### src/rtl/nadajnik_wyjsc_pkg.sv
// Shared constants for the serial output stage: frame width, bit counter
// width and FSM state encodings.
package nadajnik_wyjsc_pkg;

  localparam int RAMKA_W = 64;
  localparam int BIT_W   = 6;

  localparam logic [2:0] S_BEZCZYNNY = 3'd0;
  localparam logic [2:0] S_NISKI     = 3'd1;
  localparam logic [2:0] S_WYSOKI    = 3'd2;
  localparam logic [2:0] S_ZATRZASK  = 3'd3;
  localparam logic [2:0] S_KONIEC    = 3'd4;

  typedef enum logic [2:0] {
    BEZCZYNNY = S_BEZCZYNNY,
    NISKI     = S_NISKI,
    WYSOKI    = S_WYSOKI,
    ZATRZASK  = S_ZATRZASK,
    KONIEC    = S_KONIEC
  } stan_t;

endpackage

### src/rtl/nadajnik_wyjsc_rejestr_przesuwny.sv
// Parallel-load, shift-left register; load wins over shift, zeros (or si)
// enter at bit 0.
module rejestr_przesuwny #(
  parameter int W = 64
) (
  input  logic         zegar,
  input  logic         rst_n,
  input  logic         ce,
  input  logic         load,
  input  logic         si,
  input  logic [W-1:0] d,
  output logic [W-1:0] q
);

  always_ff @(posedge zegar or negedge rst_n) begin
    if (!rst_n)    q <= '0;
    else if (load) q <= d;
    else if (ce)   q <= {q[W-2:0], si};
  end

endmodule

### src/rtl/nadajnik_wyjsc.sv
// Serial output stage: snapshots Q0..Q7 and shifts the 64-bit frame MSB
// first into an external 74HC595 chain, then strobes rclk.
module nadajnik_wyjsc
  import nadajnik_wyjsc_pkg::*;
#(
  parameter int DZIELNIK = 4
) (
  input  logic       zegar,
  input  logic       rst_n,
  input  logic [7:0] in0,
  input  logic [7:0] in1,
  input  logic [7:0] in2,
  input  logic [7:0] in3,
  input  logic [7:0] in4,
  input  logic [7:0] in5,
  input  logic [7:0] in6,
  input  logic [7:0] in7,
  input  logic       start,
  output logic       sck,
  output logic       sdo,
  output logic       rclk,
  output logic       zajety,
  output logic       gotowe
);

  localparam int DZ_W = (DZIELNIK > 1) ? $clog2(DZIELNIK) : 1;
  localparam logic [DZ_W-1:0] DZ_MAX = DZ_W'(DZIELNIK - 1);

  generate
    if (DZIELNIK < 1) begin : g_zly_dzielnik
      $error("nadajnik_wyjsc: DZIELNIK must be >= 1");
    end
  endgenerate

  stan_t              stan, nast;
  logic [DZ_W-1:0]    licz_dz;
  logic [BIT_W-1:0]   licz_bit;
  logic [RAMKA_W-1:0] ostatnio;
  logic [RAMKA_W-1:0] ramka;
  logic [RAMKA_W-1:0] migawka;
  logic               pierwszy;
  logic               oczekuje;
  logic               wyzwol;
  logic               dz_koniec;
  logic               laduj;
  logic               przesun;

  assign ramka     = {in7, in6, in5, in4, in3, in2, in1, in0};
  assign wyzwol    = start | oczekuje | pierwszy | (ramka != ostatnio);
  assign dz_koniec = (licz_dz == DZ_MAX);

  always_ff @(posedge zegar or negedge rst_n) begin
    if (!rst_n) stan <= BEZCZYNNY;
    else        stan <= nast;
  end

  always_comb begin
    nast    = stan;
    laduj   = 1'b0;
    przesun = 1'b0;
    case (stan)
      BEZCZYNNY: if (wyzwol) begin
        nast  = NISKI;
        laduj = 1'b1;
      end
      NISKI:     if (dz_koniec) nast = WYSOKI;
      WYSOKI:    if (dz_koniec) begin
        przesun = 1'b1;
        nast    = (licz_bit == '0) ? ZATRZASK : NISKI;
      end
      ZATRZASK:  if (dz_koniec) nast = KONIEC;
      KONIEC:    nast = BEZCZYNNY;
      default:   nast = BEZCZYNNY;
    endcase
  end

  // Divider restarts at every phase boundary so each phase lasts DZIELNIK cycles.
  always_ff @(posedge zegar or negedge rst_n) begin
    if (!rst_n) begin
      licz_dz <= '0;
    end else if (stan == NISKI || stan == WYSOKI || stan == ZATRZASK) begin
      licz_dz <= dz_koniec ? '0 : licz_dz + 1'b1;
    end else begin
      licz_dz <= '0;
    end
  end

  always_ff @(posedge zegar or negedge rst_n) begin
    if (!rst_n) begin
      licz_bit <= '0;
      ostatnio <= '0;
      pierwszy <= 1'b1;
      oczekuje <= 1'b0;
    end else begin
      if (laduj) begin
        licz_bit <= BIT_W'(RAMKA_W - 1);
        ostatnio <= ramka;
        pierwszy <= 1'b0;
        oczekuje <= 1'b0;
      end else begin
        if (przesun) licz_bit <= licz_bit - 1'b1;
        if (start && stan != BEZCZYNNY) oczekuje <= 1'b1;
      end
    end
  end

  // Outputs are registered from the next state so they line up with stan.
  always_ff @(posedge zegar or negedge rst_n) begin
    if (!rst_n) begin
      sck    <= 1'b0;
      rclk   <= 1'b0;
      zajety <= 1'b0;
      gotowe <= 1'b0;
    end else begin
      sck    <= (nast == WYSOKI);
      rclk   <= (nast == ZATRZASK);
      zajety <= (nast != BEZCZYNNY);
      gotowe <= (nast == KONIEC);
    end
  end

  rejestr_przesuwny #(.W(RAMKA_W)) u_migawka (
    .zegar (zegar),
    .rst_n (rst_n),
    .ce    (przesun),
    .load  (laduj),
    .si    (1'b0),
    .d     (ramka),
    .q     (migawka)
  );

  // sdo is the snapshot MSB; it only moves on load or on the sck fall.
  assign sdo = migawka[RAMKA_W-1];

endmodule

### config.mk
export PLATFORM = sky130hd
export DESIGN_NAME = nadajnik_wyjsc
export DESIGN_NICKNAME = d
export VERILOG_FILES = /design/src/rtl/nadajnik_wyjsc_pkg.sv /design/src/rtl/nadajnik_wyjsc_rejestr_przesuwny.sv /design/src/rtl/nadajnik_wyjsc.sv
export SDC_FILE = /design/constraint.sdc
export NUM_CORES = 1
export LEC_CHECK = 0
export CAP_MARGIN = 20
export CORE_MARGIN = 3
export CORE_UTILIZATION = 55
export CTS_CLUSTER_DIAMETER = 30
export DETAILED_ROUTE_END_ITERATION = 8
export DONT_BUFFER_PORTS = 1
export PLACE_DENSITY = 0.79
export SLEW_MARGIN = 20
export SYNTH_ARGS = -nofsm -noshare
export SYNTH_HDL_FRONTEND = slang
export SYNTH_HIERARCHICAL = 1
export SYNTH_SLANG_ARGS = --single-unit
### constraint.sdc
create_clock -name zegar -period 3 [get_ports zegar]
set_clock_uncertainty 0.1 [all_clocks]
set_input_delay 0.9 -clock zegar [delete_from_list [all_inputs] [get_ports zegar]]
set_output_delay 0.9 -clock zegar [all_outputs]
set_load 0.01 [all_outputs]
* After elaboration in Yosys (flattened, before gate mapping)
Cells that the tools add are included.
Storage, ports and cells: register bits after elaboration 145, bits of input ports 67, output and inout bits 5, word-level logic and storage cells 51
Cells by class: add/sub/neg operators 2, eq/ne operators 8, multiplexer cells 18, bitwise gates (word level) 3, reduce and logical (&&, ||, !) cells 9
Operators by type and width (count):
- two-way mux 64 bit | 2
- != test 64 bit | 1
- == test 3 x 2 -> 1 bit (second input constant) | 4
- two-way mux 3 bit | 4
- two-way mux 6 bit | 2
- case mux 3 bit (4 select lines) | 1
- zero test 6 bit | 1
- two-way mux 1 bit | 6
- two-way mux 2 bit | 3
- nonzero test 3 bit | 2
- subtractor 6 x 1 -> 6 bit (second input constant) | 1
- nonzero test 2 bit | 2
- == test 3 x 1 -> 1 bit (second input constant) | 1
- == test 3 bit (second input constant) | 1
- zero test 3 bit | 1
- OR 1 bit | 3
- adder 2 x 1 -> 2 bit (second input constant) | 1
- == test 2 bit (second input constant) | 1
- logical OR 1 bit | 2
- logical AND 1 bit | 1

* Longest topological paths before layout
depth after elaboration 6, depth in mapped cells 11, gate-level depth less buffers 7

* Cells and area by module
Netlist, hierarchy kept.
Modules (own cells, without submodules):
- nadajnik_wyjsc | times used 1, cells an instance 290, area an instance 4011.3 µm², sequential area each 2028.2 µm²
- rejestr_przesuwny | times used 1, cells an instance 277, area an instance 2965.3 µm², sequential area each 1601.5 µm²

* Least setup slack after synthesis
OpenSTA, ideal clock, no wires.
kind input -> register, start point input port in7[1], end point register u_migawka.q[10], setup time 132 ps, arrival 2605 ps, required time 2768 ps, setup slack 163 ps, stages 11, path buffers 4, path through xor2_1 > nor4_1 > nand4_1 > nor4_1 > a31oi_1 > buf_4 > clkbuf_1 > buf_4 > clkbuf_1 > nand2_1 > o21ai_1
Between the ends: cells in the longest elaborated chain, start to end 5, elaborated cells between the ends (all ways) 6, classes of those cells 1 x eq/ne; 3 x mux; 1 x bitwise; 1 x reduce/logical
Ends and longest elaborated chain:
- from (decl) | RTL line nadajnik_wyjsc.sv:17 | input logic [7:0] in7,
- != test 64 bit * | RTL line nadajnik_wyjsc.sv:49 | assign wyzwol = start | oczekuje | pierwszy | (ramka != ostatnio);
- OR 1 bit * | RTL line nadajnik_wyjsc.sv:49
- two-way mux 1 bit * | RTL line nadajnik_wyjsc.sv:62 | BEZCZYNNY: if (wyzwol) begin
- two-way mux 1 bit * | RTL line nadajnik_wyjsc.sv:61 | case (stan)
- net laduj | RTL line nadajnik_wyjsc.sv:45 | logic laduj;
- two-way mux 64 bit / nonzero test 2 bit (equally long branches)
- to (signal assigned) | RTL line nadajnik_wyjsc_rejestr_przesuwny.sv:18 | else if (ce) q <= {q[W-2:0], si};
- to (decl) | RTL line nadajnik_wyjsc_rejestr_przesuwny.sv:12 | output logic [W-1:0] q
Mark *: on every way through the listed nets, which the timed path passes. The rest lies on a longest branch. A chain may end at the register's enable or synchronous reset.

* Final worst setup path
start point input port in5[6], end point register u_migawka.q[61]
Between the ends: cells in the longest elaborated chain, start to end 5, elaborated cells between the ends (all ways) 6, classes of those cells 1 x eq/ne; 3 x mux; 1 x bitwise; 1 x reduce/logical
Ends and longest elaborated chain:
- from (decl) | RTL line nadajnik_wyjsc.sv:15 | input logic [7:0] in5,
- != test 64 bit * | RTL line nadajnik_wyjsc.sv:49
- OR 1 bit * | RTL line nadajnik_wyjsc.sv:49
- two-way mux 1 bit * | RTL line nadajnik_wyjsc.sv:62
- two-way mux 1 bit * | RTL line nadajnik_wyjsc.sv:61
- two-way mux 64 bit / nonzero test 2 bit (equally long branches)
Mark *: on every way between the ends. The rest lies on a longest branch, timed or not.

==> impl_metrics.toml <==
[global_routing]
vias_in_the_first_global_route = 4457
grt_pass1_wl_mm = 23.14
aggregate_global_route_resource_usage_pct = 20.98
global_route.overflow_total = 0
antenna_found_initial = 0
grt_start_max_net_pins = 146

[layout]
finalNetCount = 641
fillerInstances = 977
n_antenna_cell = 0
drive_gt1_share_pct = 17.87
synthToLayoutAreaGrowth_pct = 9.308

[clock_network]
cts.repair_timing.setup_buffer_count = 0
num_cts_buffers = 17
cts-htree-levels = 4
cts_hold_repair.buffers = 0
cts_num_sinks = 145
worst_skew_pair.late_latency_ps = 420
clkTransAtPathRegs_ps = 50
clock_path_buffers = 2
cts_tree = "done"
post_cts_resized = 0
cts.root.buffer_cell = "clkbuf_16"

[route]
route.detailed.wl_per_inst_um = 18.42
drt_wl_total_mm = 13.81
routed_via_density = 5.487
detail_route.iter0.violations = 349
drcViolationCount = 0
detail_route.first_pass.iterations = 4
detailroute.via_count = 4115
antenna_violating_nets_post_route = 0

[logic_synthesis]
synth-seq-cells = 145
netlist_instances = 567
ys_seq_area_share_pct = 52.03
mappedNetlistNets = 636
synth_area_mm2 = 0.006977
synth.top_cell.area_share_pct = 51.65
number_of_synthesized_flops_with_an_enable_pin = 0
syn_avg_cell_area_um2 = 12.30
synth_flop_cell = "dfrtp_1"
synth-warning-count = 6
synth.most_common_cell = "dfrtp_1"
asyncSetResetFlopFracSynth_pct = 100.0
synthTopCellsByCount = "144 x dfrtp_1, 70 x nand2_1, 64 x mux2i_1, 60 x o21ai_1, 50 x mux2_4"
synth_area_leaders = "dfrtp_1 52%, mux2_4 11%, mux2i_1 9.2%, xnor2_1 4.8%, o21ai_1 4.3%"
netlist.top_cell.by_area = "dfrtp_1"
synthDistinctLibCells = 35

[power]
share_of_total_power_in_sequential_cells_pct = 50.7
total_switching_power_mw = 0.8661
ir_drop_v = 0.0004193
internal_power_mw = 3.284
total_leakage_power_nw = 2.942
pd_cells_mw_per_mm2 = 544.3
netSwitchingFraction_pct = 20.87
share_clk_of_total_power_pct = 44.4
power_frac_comb_pct = 4.9

[timing]
fmax_mhz = 378.4
finalHoldWorstSlack_ps = 76.65
setup-violations-final = 0
grt_setup_unrepaired = "false"
hold_viol = 0
final.setup.tns_ps = 0
pins_over_their_slew_limit = 0
period_share_pct = 88.09
final_period_minus_worst_setup_slack_ps = 2643

[die]
initial_core_util_pct = 57.13
die_y_um = 118.6
floorplan_core_area_mm2 = 0.01221
floorplan.die_area_mm2 = 0.01407
die_x_um = 118.6
pin_count = 72
number_of_rows_created_at_floorplan = 40

[setup_path]
critical_path_peak_fanout = 76
crit_arrival_ps = 2870
worstSetupEndpointType = "flop"
path_class = "primary input to flop"
critPathRequiredTime_ps = 3230
cp-start-kind = "primary input"

[outcome]
result_of_the_run = "completed"

[placed_design]
hpwlAfterDp_mm = 9.203
place.gp.congestion = 0.7609
buffer_ports.inserted = 0

[min_path]
min_path_type = "primary input to asynchronous set/reset pin"

[job]
drv_cap = 0
==> sequential cells by signal, indices dropped and copies added, names as in the netlist <==
signal / count
gotowe: 1
licz_bit: 6
licz_dz: 2
oczekuje: 1
ostatnio: 64
pierwszy: 1
rclk: 1
sck: 1
stan: 3
u_migawka/q: 64
zajety: 1
==> path summary, 6_finish.rpt <==
kind / startpoint / endpoint / slack (ps) / cells past startpoint
max in group asynchronous: rst_n / pierwszy / 2440 / 0
min: rst_n / ostatnio[54] / 80 / 0
min reg2reg: licz_dz[0] / licz_dz[0] / 340 / 1
max: in5[6] / u_migawka/q[61] / 360 / 9
max reg2reg: ostatnio[46] / u_migawka/q[61] / 420 / 9
min in group zegar: licz_dz[0] / licz_dz[0] / 340 / 1
==> routing by layer <==
metal / routed length, um / part of all wire, % / global-route usage, %
met2: 6613 / 48 / 32.22
met3: 844 / 6.1 / 7.129
met1: 6107 / 44 / 26.93
met5: 0 / 0 / 0
met4: 247 / 1.8 / 9.558
==> power groups by stage <==
stage	combinational [mW]	sequential, mW	clock (mW)
after floorplan	0.171	2.12	0
after global placement	0.194	2.13	0
after detailed placement	0.202	2.14	0
after CTS	0.204	2.10	1.89
after global routing	0.225	2.11	1.98
final	0.202	2.11	1.84
==> layout by cell type (no fill, tap or decap), types with 2 or more instances in the layout <==
cell / instances
dfrtp_1: 144
nand2_1: 70
mux2i_1: 64
o21ai_1: 60
mux2_4: 50
xnor2_1: 38
xor2_1: 31
clkbuf_16: 17
mux2_2: 14
buf_4: 12
nor4_1: 11
nand4_1: 10
nand2b_1: 9
clkbuf_1: 9
nor3_1: 5
o21ai_0: 5
a21oi_1: 4
nor2_1: 3
inv_1: 3
clkbuf_8: 3
buf_12: 3
nand3b_1: 2
ha_1: 2
==> critical path, cell delays in order <==
cell and delay [ps]:
xor2_1 120, nor4_1 330, nand4_1 150, nor4_1 360, buf_4 190, a31oi_4 110
buf_12 220, buf_4 230, o21ai_0 180
==> area by class of cell <==
cell class / instances / area [um^2] / share of cell area (%)
Timing Repair Buffer: 15 / 150.1 / 1.969
Tap cell: 168 / 210.2 / 2.756
Sequential cell: 145 / 3630 / 47.60
Multi-Input combinational cell: 390 / 3124 / 40.97
Inverter: 3 / 11.26 / 0.1477
Clock buffer: 29 / 500.5 / 6.563
==> kinds of logic after synthesis <==
family                   Yosys count  share of synthesized area [%]
AO/OA/AOI/OAI                     72                          5.255
XOR/XNOR                          69                          8.662
adder cells (fa/ha/maj)            2                         0.3586
buffers and inverters             32                          3.515
flip-flops                       145                          52.03
multiplexers                     128                          22.20
other                              1                        0.05375
AND/OR/NAND/NOR                  118                          7.927
==> metrics by stage <==
step	worst slack [ps]	cells	power, mW	util (%)	area (um^2)
after floorplan	162.6	567	2.292	-	6977
after global routing	216.7	750	4.315	62.45	7626
after detailed placement	13.52	721	2.338	58.35	7126
after global placement	35.90	721	2.327	58.35	7126
final	357.4	750	4.151	62.45	7626
after CTS	388.4	750	4.200	62.45	7626
No activity file was read; power rests on OpenSTA's default activity.
